### src/rtl/wt_dcache_mem_responder.sv
// WT dcache memory responder: turns one cache request (refill, NC load or
// write-through store) into single-word SRAM-style beats and returns one
// ID-tagged response carrying the assembled line.

// One line-buffer lane: loads a memory word, clears when the response retires.
module wt_dcache_mem_lane #(
  parameter int W = 32
) (
  input  logic         clk_i,
  input  logic         rst_ni,
  input  logic         i_we,
  input  logic         i_clr,
  input  logic [W-1:0] i_d,
  output logic [W-1:0] o_q
);
  logic [W-1:0] r_q;

  // Lane storage; clear has priority so a retiring response never leaks data.
  always_ff @(posedge clk_i or negedge rst_ni) begin
    if (!rst_ni)   r_q <= '0;
    else if (i_clr) r_q <= '0;
    else if (i_we)  r_q <= i_d;
  end

  assign o_q = r_q;
endmodule

module wt_dcache_mem_responder #(
  parameter int XLEN       = 32,
  parameter int LINE_WIDTH = 128,
  parameter int ID_WIDTH   = 1
) (
  input  logic                  clk_i,
  input  logic                  rst_ni,
  input  logic                  req_valid_i,
  output logic                  req_ready_o,
  input  logic                  req_store_i,
  input  logic                  req_nc_i,
  input  logic [ID_WIDTH-1:0]   req_id_i,
  input  logic [XLEN-1:0]       req_addr_i,
  input  logic [XLEN-1:0]       req_wdata_i,
  input  logic [XLEN/8-1:0]     req_be_i,
  output logic                  mem_req_o,
  input  logic                  mem_gnt_i,
  output logic                  mem_we_o,
  output logic [XLEN-1:0]       mem_addr_o,
  output logic [XLEN-1:0]       mem_wdata_o,
  output logic [XLEN/8-1:0]     mem_be_o,
  input  logic                  mem_rvalid_i,
  input  logic [XLEN-1:0]       mem_rdata_i,
  output logic                  rsp_valid_o,
  input  logic                  rsp_ready_i,
  output logic                  rsp_store_o,
  output logic [ID_WIDTH-1:0]   rsp_id_o,
  output logic [LINE_WIDTH-1:0] rsp_data_o
);
  // Line must hold at least two words so the lane index below is non-empty.
  localparam int BEATS = LINE_WIDTH / XLEN;
  localparam int BOFF  = $clog2(XLEN / 8);
  localparam int LOFF  = $clog2(LINE_WIDTH / 8);
  localparam int CW    = $clog2(BEATS);
  localparam logic [XLEN-1:0] WORD_MASK = {XLEN{1'b1}} << BOFF;
  localparam logic [XLEN-1:0] LINE_MASK = {XLEN{1'b1}} << LOFF;

  typedef enum logic [1:0] {
    S_IDLE  = 2'd0,
    S_ISSUE = 2'd1,
    S_WAIT  = 2'd2,
    S_RESP  = 2'd3
  } state_e;

  state_e                  r_state, w_state_nxt;
  logic                    r_store, r_nc;
  logic [ID_WIDTH-1:0]     r_id;
  logic [XLEN-1:0]         r_base;
  logic [XLEN-1:0]         r_wdata;
  logic [XLEN/8-1:0]       r_be;
  logic [CW-1:0]           r_cnt;
  logic [CW-1:0]           r_lane;
  logic [BEATS-1:0][XLEN-1:0] w_line;

  logic w_accept, w_beat_done, w_refill, w_last, w_rsp_hs;

  assign w_accept    = req_valid_i && (r_state == S_IDLE);
  // A beat completes on rvalid in WAIT, or on rvalid coinciding with the grant.
  assign w_beat_done = ((r_state == S_ISSUE) && mem_gnt_i && mem_rvalid_i) ||
                       ((r_state == S_WAIT) && mem_rvalid_i);
  assign w_refill    = !r_store && !r_nc;
  assign w_last      = !w_refill || (r_cnt == CW'(BEATS - 1));
  assign w_rsp_hs    = (r_state == S_RESP) && rsp_ready_i;

  // State register.
  always_ff @(posedge clk_i or negedge rst_ni) begin
    if (!rst_ni) r_state <= S_IDLE;
    else         r_state <= w_state_nxt;
  end

  // Next-state: one beat outstanding at most; refills loop ISSUE/WAIT per word.
  always_comb begin
    w_state_nxt = r_state;
    case (r_state)
      S_IDLE:  if (w_accept) w_state_nxt = S_ISSUE;
      S_ISSUE: if (mem_gnt_i) begin
                 if (mem_rvalid_i) w_state_nxt = w_last ? S_RESP : S_ISSUE;
                 else              w_state_nxt = S_WAIT;
               end
      S_WAIT:  if (mem_rvalid_i) w_state_nxt = w_last ? S_RESP : S_ISSUE;
      S_RESP:  if (rsp_ready_i) w_state_nxt = S_IDLE;
      default: w_state_nxt = S_IDLE;
    endcase
  end

  // Capture the request; loads always drive full byte enables on the memory side.
  always_ff @(posedge clk_i or negedge rst_ni) begin
    if (!rst_ni) begin
      r_store <= 1'b0;
      r_nc    <= 1'b0;
      r_id    <= '0;
      r_base  <= '0;
      r_wdata <= '0;
      r_be    <= '0;
      r_lane  <= '0;
    end else if (w_accept) begin
      r_store <= req_store_i;
      r_nc    <= req_nc_i;
      r_id    <= req_id_i;
      r_base  <= (!req_store_i && !req_nc_i) ? (req_addr_i & LINE_MASK)
                                             : (req_addr_i & WORD_MASK);
      r_wdata <= req_wdata_i;
      r_be    <= req_store_i ? req_be_i : {(XLEN/8){1'b1}};
      r_lane  <= req_addr_i[LOFF-1:BOFF];
    end
  end

  // Beat counter: advances per completed refill word, cleared on retire.
  always_ff @(posedge clk_i or negedge rst_ni) begin
    if (!rst_ni)                     r_cnt <= '0;
    else if (w_accept || w_rsp_hs)   r_cnt <= '0;
    else if (w_beat_done && !w_last) r_cnt <= r_cnt + 1'b1;
  end

  // Line buffer: refill writes lane cnt, NC load writes its address lane.
  for (genvar i = 0; i < BEATS; i++) begin : g_lane
    wt_dcache_mem_lane #(.W(XLEN)) u_lane (
      .clk_i  (clk_i),
      .rst_ni (rst_ni),
      .i_we   (w_beat_done && !r_store &&
               (r_nc ? (r_lane == CW'(i)) : (r_cnt == CW'(i)))),
      .i_clr  (w_rsp_hs),
      .i_d    (mem_rdata_i),
      .o_q    (w_line[i])
    );
  end

  assign req_ready_o = (r_state == S_IDLE);
  assign mem_req_o   = (r_state == S_ISSUE);
  assign mem_we_o    = r_store;
  assign mem_addr_o  = r_base + XLEN'({r_cnt, {BOFF{1'b0}}});
  assign mem_wdata_o = r_wdata;
  assign mem_be_o    = r_be;
  assign rsp_valid_o = (r_state == S_RESP);
  assign rsp_store_o = r_store;
  assign rsp_id_o    = r_id;
  assign rsp_data_o  = w_line;
endmodule

### config.mk
export PLATFORM = sky130hd
export DESIGN_NAME = wt_dcache_mem_responder
export DESIGN_NICKNAME = d
export VERILOG_FILES = /design/src/rtl/wt_dcache_mem_responder.sv
export SDC_FILE = /design/constraint.sdc
export NUM_CORES = 1
export LEC_CHECK = 0
export BUFFER_PORTS_ARGS = -buffer_cell sky130_fd_sc_hd__clkbuf_2
export CAP_MARGIN = 5
export CORE_ASPECT_RATIO = 1.2
export CORE_MARGIN = 2
export CORE_UTILIZATION = 45
export CTS_BUF_LIST = sky130_fd_sc_hd__clkbuf_8 sky130_fd_sc_hd__clkbuf_16
export DETAILED_ROUTE_END_ITERATION = 8
export PLACE_DENSITY = 0.81
export SYNTH_ARGS = -nofsm -noshare
export SYNTH_HDL_FRONTEND = slang
export SYNTH_SLANG_ARGS = --single-unit
### constraint.sdc
create_clock -name clk_i -period 2.6 [get_ports clk_i]
set_input_delay 0.52 -clock clk_i [delete_from_list [all_inputs] [get_ports clk_i]]
set_output_delay 0.52 -clock clk_i [all_outputs]
set_load 0.01 [all_outputs]
After elaboration in Yosys (flattened, before gate mapping)
Index checks and enable logic that the tools add are counted.
{"block": "word_totals", "ff_bits": 205, "in_bits": 109, "out_inout_bits": 202}
{"block": "op_classes", "addsub": 2, "n_eq_ne": 13, "muxes": 23, "n_reduce_logical": 31}
{"op": "$mux 32", "count": 8}
{"op": "$add 32x4->32", "count": 1}
{"op": "$mux 2", "count": 8}
{"op": "$logic_and 1x1->1", "count": 13}
{"op": "$eq 2x2->1 const B", "count": 6}
{"op": "$reduce_bool 2->1", "count": 5}
{"op": "$mux 4", "count": 2}
{"op": "$pmux 2 s4", "count": 1}
{"op": "$eq 2x1->1 const B", "count": 3}
{"op": "$logic_not 1->1", "count": 6}
{"op": "$logic_not 2->1", "count": 3}
{"op": "$ne 2x1->1 const B", "count": 3}
{"op": "$mux 1", "count": 4}
{"op": "$reduce_and 4->1", "count": 1}
{"op": "$logic_or 1x1->1", "count": 3}
{"op": "$add 2x1->2 const B", "count": 1}
{"op": "$ne 2x2->1 const B", "count": 1}

Depth between registers and ports, before layout
Gate-level depths: netlist of the first run.
{"block": "depth", "word_depth": 8, "mapped_depth": 8, "depth_no_buf": 6}

By module
A second synthesis of the first run with hierarchy kept.
{"block": "hier_totals", "cells_unflattened": 849, "hier_area_um2": 8989.9}
{"mod": "wt_dcache_mem_lane", "instances": 4, "cells_each": 103, "area_each_um2": 1323.8, "seq_area_each_um2": 800.8}
{"mod": "wt_dcache_mem_responder", "instances": 1, "cells_each": 437, "area_each_um2": 3694.8, "seq_area_each_um2": 1876.8}

Worst setup path before layout of the first run
OpenSTA, ideal clock, no wires.
{"block": "synth_path", "kind": "register to output", "start": "reg r_cnt[0]", "end": "out mem_addr_o[30]", "arrival_time_ns": 1.683, "path_slack_ns": 0.397, "stages_incl_launch_ff": 7, "path_buffers": 0, "cell_sequence": "dfrtp_1 ha_1 fa_1 nand4_1 nor3_2 nand4_1 xnor2_1"}
{"block": "synth_via", "elab_chain_len": 1}
{"item": "start: declaration", "line_no": "78", "text": "logic [CW-1:0] r_cnt;"}
{"item": "start signal: assignment", "line_no": "139", "text": "else if (w_beat_done && !w_last) r_cnt <= r_cnt + 1'b1;"}
{"item": "$add 32x4->32", "line_no": "158", "text": "assign mem_addr_o = r_base + XLEN'({r_cnt, {BOFF{1'b0}}});"}
{"item": "end: declaration", "line_no": "46", "text": "output logic [XLEN-1:0] mem_addr_o,"}
Every way passes these cells.

Worst setup path after layout of the first run
{"block": "layout_path", "start": "reg r_cnt[1]", "end": "out mem_addr_o[25]"}
Same word-level chain as after synthesis.

==> flow_summary.ini, run 1 <==
[timing]
report.final.slew_viol_count = 0
fin_crit_sh_pct = 105.5
fin_skew_ps = 11.99
worst_pin_slew_ps = 688.9
setup_viol = 22
finalWorstSetupSlack_ps = -143.1
fmax_mhz = 364.6
period_minus_slack_ps = 2743
max_slew_margin_pct = 54.07
final_hold_viol_count = 0
hold_ws_ps = 90.05
rsz0062_at_grt = true

[setup_path]
worstPathArrival_ps = 2220
worstSetupPathType = reg2out
slowest_delay_ps = 420
startpoint_type = register
crit_buf_inv = 3
worstSetupEndpointType = primary output
critPathSlowestCell = dfrtp_2
required_ps = 2080
cp_cell_sequence = ha_4, a21o_1, nor4b_4, buf_4, buf_6, nand4_1, xnor2_1, buf_2
cp_top_family = buffers and inverters
timing.rr.start = r_cnt[0]
critPathLaunch = r_cnt[1]
critPathMaxFanout = 5

[layout]
final_nets = 1405
n_antenna_cell = 0
layout.cells.most_common = nand2_1
utilization_pct = 59.18
final_layout_size_suffix_gt1_share_pct = 33.05
syn_to_final_growth_pct = 29.20
final_cell_mix = nand2_1, clkbuf_2, dfrtp_1, a21oi_1, a21oi_2
num-fill-cells = 1667

[drt]
vias_per_cell = 5.153
ant_nets = 0
vias = 8064
drtIter0Drc = 463
wire_per_inst_microns = 16.59
wl_microns = 25960
drtPass1Iterations = 5
drc = 0

[yosys]
synth_edf_count = 0
async_flop_share_pct = 100.0
synth_flop_cell = dfrtp_1
syn_area_sq_um = 8955
synth-compound-area-share_pct = 10.79
seq_area_frac_synth_pct = 56.73
synth_fa_ha_area_share_pct = 0.7825
syn_inst = 992
yosys-mux-area-fraction_pct = 0.1118
synth-xor-area-share_pct = 2.836
syn_area_per_cell_sq_um = 9.027
yosys_register_bits = 203
ys_warn_count = 0
synth_top_family_by_area = simple AND/OR/NAND/NOR gates
ys_types = 46
synthSimpleGateAreaFrac_pct = 24.42

[cts]
worstSkewPairLatency_ps = 500
clk_path_buf_depth = 3
numCtsBuffers = 21
cts_tree = built
hold_buffers = 0
clkSinkCount = 203
cts.htree.levels = 1
cts.clk_slew.worst_paths_ps = 60
root_buffer = clkbuf_16

[placement]
gp_congestion = 0.8533
dp_hpwl_microns = 17320
portBuffers = 306

[global_route]
grt_pass1_vias = 7893
grt_first_pass_wirelength_microns = 40530
grt_usage_pct = 23.96
antenna_found_initial = 0
grt_max_degree = 84
grt_overflow_total = 0

[job]
max_cap_viol_count = 0

[floorplan]
die_w_microns = 132.8
boundaryPins = 311
initial_core_util_pct = 45.81
die_area_sq_um = 21050
num_rows = 56
die_y_microns = 158.5
core_region_area_sq_um = 19550

[worst_hold_path]
hold_path.class = in2async

[run_status]
violations = negative setup slack
status = finished, violations left

[power]
ir_worst_vdd_uv = 573.2
p_per_area_nw_per_um2 = 1156
leakagePower_nw = 6.018
worst paths after layout:
path	endpoint	slack, ps	cells after the start
setup / recovery	mem_addr_o[25]	-140	8
hold / removal	g_lane[1].u_lane.o_q[10]	90	1
setup reg to reg	g_lane[3].u_lane.o_q[14]	520	7
hold reg to reg	mem_wdata_o[14]	470	2
max in group asynchronous	g_lane[3].u_lane.o_q[24]	1790	2
min in group clk_i	mem_wdata_o[5]	210	3
sequential cells by signal, indices dropped and copies added (netlist names):
| register | flops |
|---|---|
| mem_be_o | 4 |
| r_state | 2 |
| mem_we_o | 1 |
| r_nc | 1 |
| r_lane | 2 |
| rsp_id_o | 1 |
| r_base | 30 |
| g_lane.u_lane.o_q | 128 |
| mem_wdata_o | 32 |
| r_cnt | 2 |
per-layer routing:
layer	track usage (%)	vias to the layer above	wire length, microns
li1	-	3781	-
met5	0	-	0
met1	29.44	3854	10040
met2	41.80	367	13140
met3	5.221	62	2071
met4	8.653	0	712
report_power, final:
group / internal, W / leakage (nW) / switching [W]
clock network: 0.00167 / 0.353 / 0.00121
logic: 0.00206 / 3.00 / 0.00297
registers: 0.00446 / 2.66 / 0.00100
layout make-up:
type                       count  area [sq um]  area share (%)
clock buffer                  25         580.6           5.018
sequential                   203          5082           43.93
multi-input combinational    720          3635           31.42
tap                          261         326.6           2.823
timing repair buffer         338          1846           15.95
inverter                       7         26.28          0.2271
clock inverter                11         73.82          0.6380
kinds of logic (layout without fill, tap and decap cells):
group / after synthesis / after routing
flops: 203 / 203
xor+xnor: 29 / 29
mux: 1 / 1
compound gates: 151 / 151
fa+ha+maj: 5 / 5
buf+inv: 70 / 381
other cells: 1 / 2
simple gates: 532 / 532
cells in the mapped netlist (all sizes together) (2+ instances only):
library cell  count  area [sq um]
a21oi           128         753.2
a221o             3         30.03
a221oi            3         67.56
a31oi             4         25.02
and2              5         31.28
and3              5         31.28
buf              41         275.3
clkbuf           22         82.58
dfrtp           203          5080
ha                4         50.05
inv               7         26.28
nand2           462          1734
nand2b            4         27.53
nand3            14         70.07
nand3b            4         33.78
nand4             9         62.56
nor2             12         45.04
nor2b             4         25.02
nor3              5         35.03
o211ai            2         15.01
o21ai             7         35.03
or3b              2         22.52
xnor2            23         201.4
xor2              6         52.55
metrics by stage:
step	instance area (sq um)	std cells	setup slack (ps)	power, W	setup TNS (ps)
after floorplan	8959	993	397.4	0.008207	0
after global placement	10710	1519	222.4	0.01023	0
after detailed placement	10710	1519	173.9	0.01043	0
after CTS	11480	1563	-181.5	0.01341	-2938
after global routing	11570	1565	-272.7	0.01426	-4473
final	11570	1565	-143.1	0.01338	-1515
what timing repair did:
item	4_1_cts	5_1_grt
pin swaps	9	8
setup buffers	7	2
endpoints found under the setup margin	23	25
hold endpoints to repair	0	0
cloned	1	0
resized for setup	13	37
Power figures use the tool's default switching activity.
==> inputs of run 2 (changes only) <==
--- a/config.mk
+++ b/config.mk
@@ -13,6 +13,7 @@
 export CTS_BUF_LIST = sky130_fd_sc_hd__clkbuf_8 sky130_fd_sc_hd__clkbuf_16
 export DETAILED_ROUTE_END_ITERATION = 8
 export PLACE_DENSITY = 0.81
+export SKIP_LAST_GASP = 1
 export SYNTH_ARGS = -nofsm -noshare
 export SYNTH_HDL_FRONTEND = slang
 export SYNTH_SLANG_ARGS = --single-unit
==> run 2 against run 1 <==
Net effect:
- the flow still finishes with violations (negative setup slack)
- via count down 0.19%
- global-route usage unchanged
- cell area decreased by 0.16%
- combinational power about the same
- non-clock buffer count stayed put
- cell count unchanged
- largest power group unchanged
==> flow_summary.ini, run 2 (synthesized netlist as in run 1, its figures left out) <==
[placement]
place_area_sq_um = 10710
dp_hpwl_microns = 17320
portBuffers = 306
dpl_worst_slack_ps = 173.9
gp_congestion = 0.8533

[cts]
worstSkewPairLatency_ps = 500
hold_buffers = 0
numCtsBuffers = 21
cts_tree = built
clk_path_buf_depth = 3
cts.htree.levels = 1
clkSinkCount = 203
cts.clk_slew.worst_paths_ps = 60
root_buffer = clkbuf_16

[timing]
worst_pin_slew_ps = 687.1
setup_tns_ps = -1601
finalWorstSetupSlack_ps = -142.4
report.final.slew_viol_count = 0
rsz0062_at_grt = true
fin_crit_sh_pct = 105.5
final_hold_viol_count = 0
period_minus_slack_ps = 2742
max_slew_margin_pct = 54.19
fin_skew_ps = 12.29
fmax_mhz = 364.6
hold_ws_ps = 85.96
setup_viol = 22

[power]
leakagePower_nw = 6.011
p_per_area_nw_per_um2 = 1158
ir_worst_vdd_uv = 573.1

[global_route]
grt_max_degree = 84
grt_usage_pct = 23.96
antenna_found_initial = 0
grt_overflow_total = 0
grt_first_pass_wirelength_microns = 40530
grt_pass1_vias = 7893

[layout]
final_area_sq_um = 11550
final_nets = 1405
syn_to_final_growth_pct = 28.99
num-fill-cells = 1670
largest_register_ffs = 128
utilization_pct = 59.09
final_layout_size_suffix_gt1_share_pct = 32.75
layout.cells.most_common = nand2_1
final_cell_mix = nand2_1, clkbuf_2, dfrtp_1, a21oi_1, a21oi_2
n_antenna_cell = 0

[drt]
drc = 0
wire_per_inst_microns = 16.62
vias = 8049
wl_microns = 26020
ant_nets = 0
vias_per_cell = 5.143
drtIter0Drc = 474
drtPass1Iterations = 6

[run_status]
status = finished, violations left
violations = negative setup slack

[floorplan]
die_area_sq_um = 21050
num_rows = 56
boundaryPins = 311
core_region_area_sq_um = 19550
initial_core_util_pct = 45.81
die_w_microns = 132.8
die_y_microns = 158.5

[setup_path]
slowest_delay_ps = 410
critPathMaxFanout = 5
required_ps = 2080
cp_cell_sequence = ha_4, a21o_1, nor4b_4, buf_4, buf_6, nand4_1, xnor2_1, buf_2
cp_top_family = buffers and inverters
worstSetupEndpointType = primary output
worstPathArrival_ps = 2220
worstSetupPathType = reg2out
r2r_slack_ps = 510
crit_buf_inv = 3
critPathSlowestCell = dfrtp_1
startpoint_type = register

[job]
max_cap_viol_count = 0

[worst_hold_path]
hold_path.class = in2async
[run 2: cell type report]
| cell class | instances | area (sq um) | share of cell area (%) |
|---|---|---|---|
| well taps | 261 | 326.6 | 2.827 |
| multi-input cells | 720 | 3617 | 31.31 |
| inverters | 7 | 26.28 | 0.2275 |
| flip-flops and latches | 203 | 5081 | 43.99 |
| clock buffers | 25 | 580.6 | 5.026 |
| clock inverters | 11 | 73.82 | 0.6391 |
| repair buffers | 338 | 1846 | 15.98 |
[run 2: power by group]
group / switching (W) / internal, W / total [W]
clock: 0.00121 / 0.00167 / 0.00289
sequential: 0.000999 / 0.00446 / 0.00546
combinational: 0.00297 / 0.00206 / 0.00503
total: 0.00518 / 0.00819 / 0.0134
[run 2: path summary, 6_finish.rpt]
path,end,cells after the start,startpoint
hold reg to reg,mem_wdata_o[14],2,mem_wdata_o[14]
max in group asynchronous,g_lane[3].u_lane.o_q[24],2,rst_ni
setup reg to reg,g_lane[3].u_lane.o_q[14],7,r_cnt[0]
setup / recovery,mem_addr_o[25],8,r_base[3]
min in group clk_i,mem_wdata_o[5],3,req_wdata_i[5]
hold / removal,g_lane[2].u_lane.o_q[8],1,rst_ni
[run 2: repair_timing]
item                                    in CTS  in global routing
pin swaps                                    9                  8
endpoints found under the setup margin      23                 25
cloned                                       1                  0
resized for setup                           13                 28
buffers inserted                             7                  2
[run 2: routing by layer]
metal	GRT usage, %	wire, microns	vias up	share of wire [%]
met1	29.44	10090	3855	39
met5	0	0	-	0
met3	5.221	2050	60	7.9
li1	-	-	3775	-
met2	41.80	13140	359	51
met4	8.653	738	0	2.8
[run 2: metrics by stage]
step	instances	power (W)
global route	1565	0.01425
floorplan	993	0.008207
CTS	1563	0.01341
global placement	1519	0.01023
finish	1565	0.01337
detailed placement	1519	0.01043
==> inputs of run 3 (changes only) <==
--- a/config.mk
+++ b/config.mk
@@ -5,6 +5,7 @@
 export SDC_FILE = /design/constraint.sdc
 export NUM_CORES = 1
 export LEC_CHECK = 0
+export ABC_AREA = 1
 export BUFFER_PORTS_ARGS = -buffer_cell sky130_fd_sc_hd__clkbuf_2
 export CAP_MARGIN = 5
 export CORE_ASPECT_RATIO = 1.2
@@ -12,7 +13,7 @@
 export CORE_UTILIZATION = 45
 export CTS_BUF_LIST = sky130_fd_sc_hd__clkbuf_8 sky130_fd_sc_hd__clkbuf_16
 export DETAILED_ROUTE_END_ITERATION = 8
-export PLACE_DENSITY = 0.81
+export PLACE_DENSITY = 0.8
 export SKIP_LAST_GASP = 1
 export SYNTH_ARGS = -nofsm -noshare
 export SYNTH_HDL_FRONTEND = slang
==> run 3 against run 2 <==
Net effect:
- the run now ends clean
- combinational power rose by 13%
- synthesized cell count is 18% higher
- cell area increased by 5.5%
- critical endpoint is now mem_addr_o[28]
- largest power group is now combinational logic
- count of clock-buffer cells in the layout rose by 2
==> flow_summary.ini, run 3 <==
[cts]
root_buffer = clkbuf_16
numCtsBuffers = 22
worstSkewPairLatency_ps = 500
cts.clk_slew.worst_paths_ps = 70
cts.htree.levels = 1
clk_path_buf_depth = 3
cts_tree = built
clkSinkCount = 203

[global_route]
antenna_found_initial = 1
grt_overflow_total = 0
grt_usage_pct = 25.90
grt_first_pass_wirelength_microns = 45630
grt_pass1_vias = 8982
grt_max_degree = 96

[run_status]
status = finished, final reports clean

[setup_path]
critPathMaxFanout = 4
required_ps = 2080
worstSetupPathType = reg2out
worstSetupEndpointType = primary output
startpoint_type = register
worstPathArrival_ps = 2080

[drt]
ant_nets = 0
wire_per_inst_microns = 16.61
wl_microns = 29020
vias_per_cell = 5.231
drc = 0
vias = 9138
drtPass1Iterations = 5
drtIter0Drc = 639

[floorplan]
die_w_microns = 135.9
core_region_area_sq_um = 20400
initial_core_util_pct = 46.09
die_y_microns = 162.3
die_area_sq_um = 22070
num_rows = 57
boundaryPins = 311

[timing]
report.final.slew_viol_count = 0
fmax_mhz = 385.1
setup_viol = 0
period_minus_slack_ps = 2597
fin_skew_ps = 20.46
max_slew_margin_pct = 40.34
rsz0062_at_grt = true
worst_pin_slew_ps = 894.9
final_hold_viol_count = 0
fin_crit_sh_pct = 99.87
setup_tns_ps = 0

[power]
seq_power_share_pct = 36.9
intPower_w = 0.008383
ir_worst_vdd_uv = 890.1
p_per_area_nw_per_um2 = 1172
power.clock.fraction_pct = 23.3
combPwrFrac_pct = 39.8
total_power_w = 0.01429
leakagePower_nw = 7.083
switchingPower_w = 0.005902
switching_share_pct = 41.32

[yosys]
ys_top_cells_by_area = dfrtp_1, nand2_1, nand3_1, buf_2, nor2_1
synthTopCellsByCount = nand2_1, nand3_1, dfrtp_1
yosys_register_bits = 203
synth_edf_count = 0
synth_flop_cell = dfrtp_1
yosys.area.top_type_share_pct = 54.04
ys_types = 22
ys_warn_count = 0
syn_inst = 1173
syn_area_sq_um = 9400
synth_largest_area_cell = dfrtp_1
syn_area_per_cell_sq_um = 8.014
seq_area_frac_synth_pct = 54.04
synth_most_common_cell = nand2_1
async_flop_share_pct = 100.0

[layout]
syn_to_final_growth_pct = 29.65
num-fill-cells = 1814
final_nets = 1581
largest_register_ffs = 128
final_layout_size_suffix_gt1_share_pct = 27.95
multi_input_area_sq_um = 3871
layout.cells.most_common = nand2_1
final_cell_mix = nand2_1, clkbuf_2, nand3_1, dfrtp_1, inv_1
utilization_pct = 59.75
regArea_sq_um = 5084

[worst_hold_path]
hold_path.class = in2reg

[placement]
gp_congestion = 0.9321
dp_hpwl_microns = 19810
portBuffers = 306

[job]
max_cap_viol_count = 0
==> run 3: per-layer routing <==
metal	vias to the layer above	track usage (%)	part of all wire [%]
met1	4322	31.99	38
met3	78	4.276	7.3
met4	0	11.27	4.0
met2	410	44.67	51
li1	4328	-	-
met5	-	0	0
==> run 3: cells by family after synthesis <==
logic type | count (synthesis) | share of synthesized area [%]
simple gates | 795 | 35.90
flops | 203 | 54.04
buf+inv | 131 | 6.429
compound gates | 23 | 1.451
xor+xnor | 15 | 1.398
fa+ha+maj | 5 | 0.7454
other cells | 1 | 0.03989
==> run 3: critical path, cell delays in order, from the launching register on <==
cell and delay, ps:
dfrtp_2 440, buf_6 130, fa_2 420, nand3_4 130, inv_4 60, nand2_8 70
nor2_4 40, nand2_1 60, nand2_1 40, nand2_1 60, buf_2 120
==> run 3: worst paths after layout <==
check                           startpoint                        to  slack, ps  cells after the start
max in group asynchronous           rst_ni  g_lane[3].u_lane.o_q[25]       1370                      3
min in group asynchronous           rst_ni                r_state[1]        570                      2
hold / removal             req_wdata_i[21]           mem_wdata_o[21]        210                      3
setup / recovery                 r_base[3]            mem_addr_o[28]          3                     10
hold reg to reg            mem_wdata_o[13]           mem_wdata_o[13]        480                      2
setup reg to reg                  r_cnt[1]   g_lane[0].u_lane.o_q[0]        540                     10
==> run 3: repair_timing <==
| action | 4_1_cts | 5_1_grt |
|---|---|---|
| hold endpoints to repair | 11 | 0 |
| setup buffers | 9 | 0 |
| hold buffers | 1 | 0 |
| gates resized for setup | 16 | 29 |
| setup endpoints to repair | 24 | 21 |
| pin swaps | 8 | 6 |
==> run 3: layout make-up <==
class	instances	share of cell area, %
Sequential cell	203	41.71
Inverter	57	1.776
Timing Repair Buffer	343	15.58
Antenna cell	1	0.02053
Clock buffer	27	5.174
Multi-Input combinational cell	840	31.76
Tap cell	265	2.720
Clock inverter	11	1.252
==> run 3: power groups by stage <==
stage / clock network (W) / registers, W / logic, W
after floorplan: 0 / 0.00549 / 0.00289
after global placement: 0 / 0.00523 / 0.00539
after detailed placement: 0 / 0.00527 / 0.00552
after CTS: 0.00340 / 0.00525 / 0.00564
after global routing: 0.00352 / 0.00542 / 0.00627
final: 0.00333 / 0.00527 / 0.00568
==> run 3: metrics by stage <==
stage               cell area [sq um]  setup WS, ps  hold slack (ps)  cells
CTS                             12100        -37.20            182.6   1746
detailed placement              11180         184.9            463.7   1698
floorplan                        9404         404.1            224.4   1174
finish                          12190         3.276            205.3   1747
global route                    12190        -73.89            200.5   1747
global placement                11180         204.4            461.0   1698
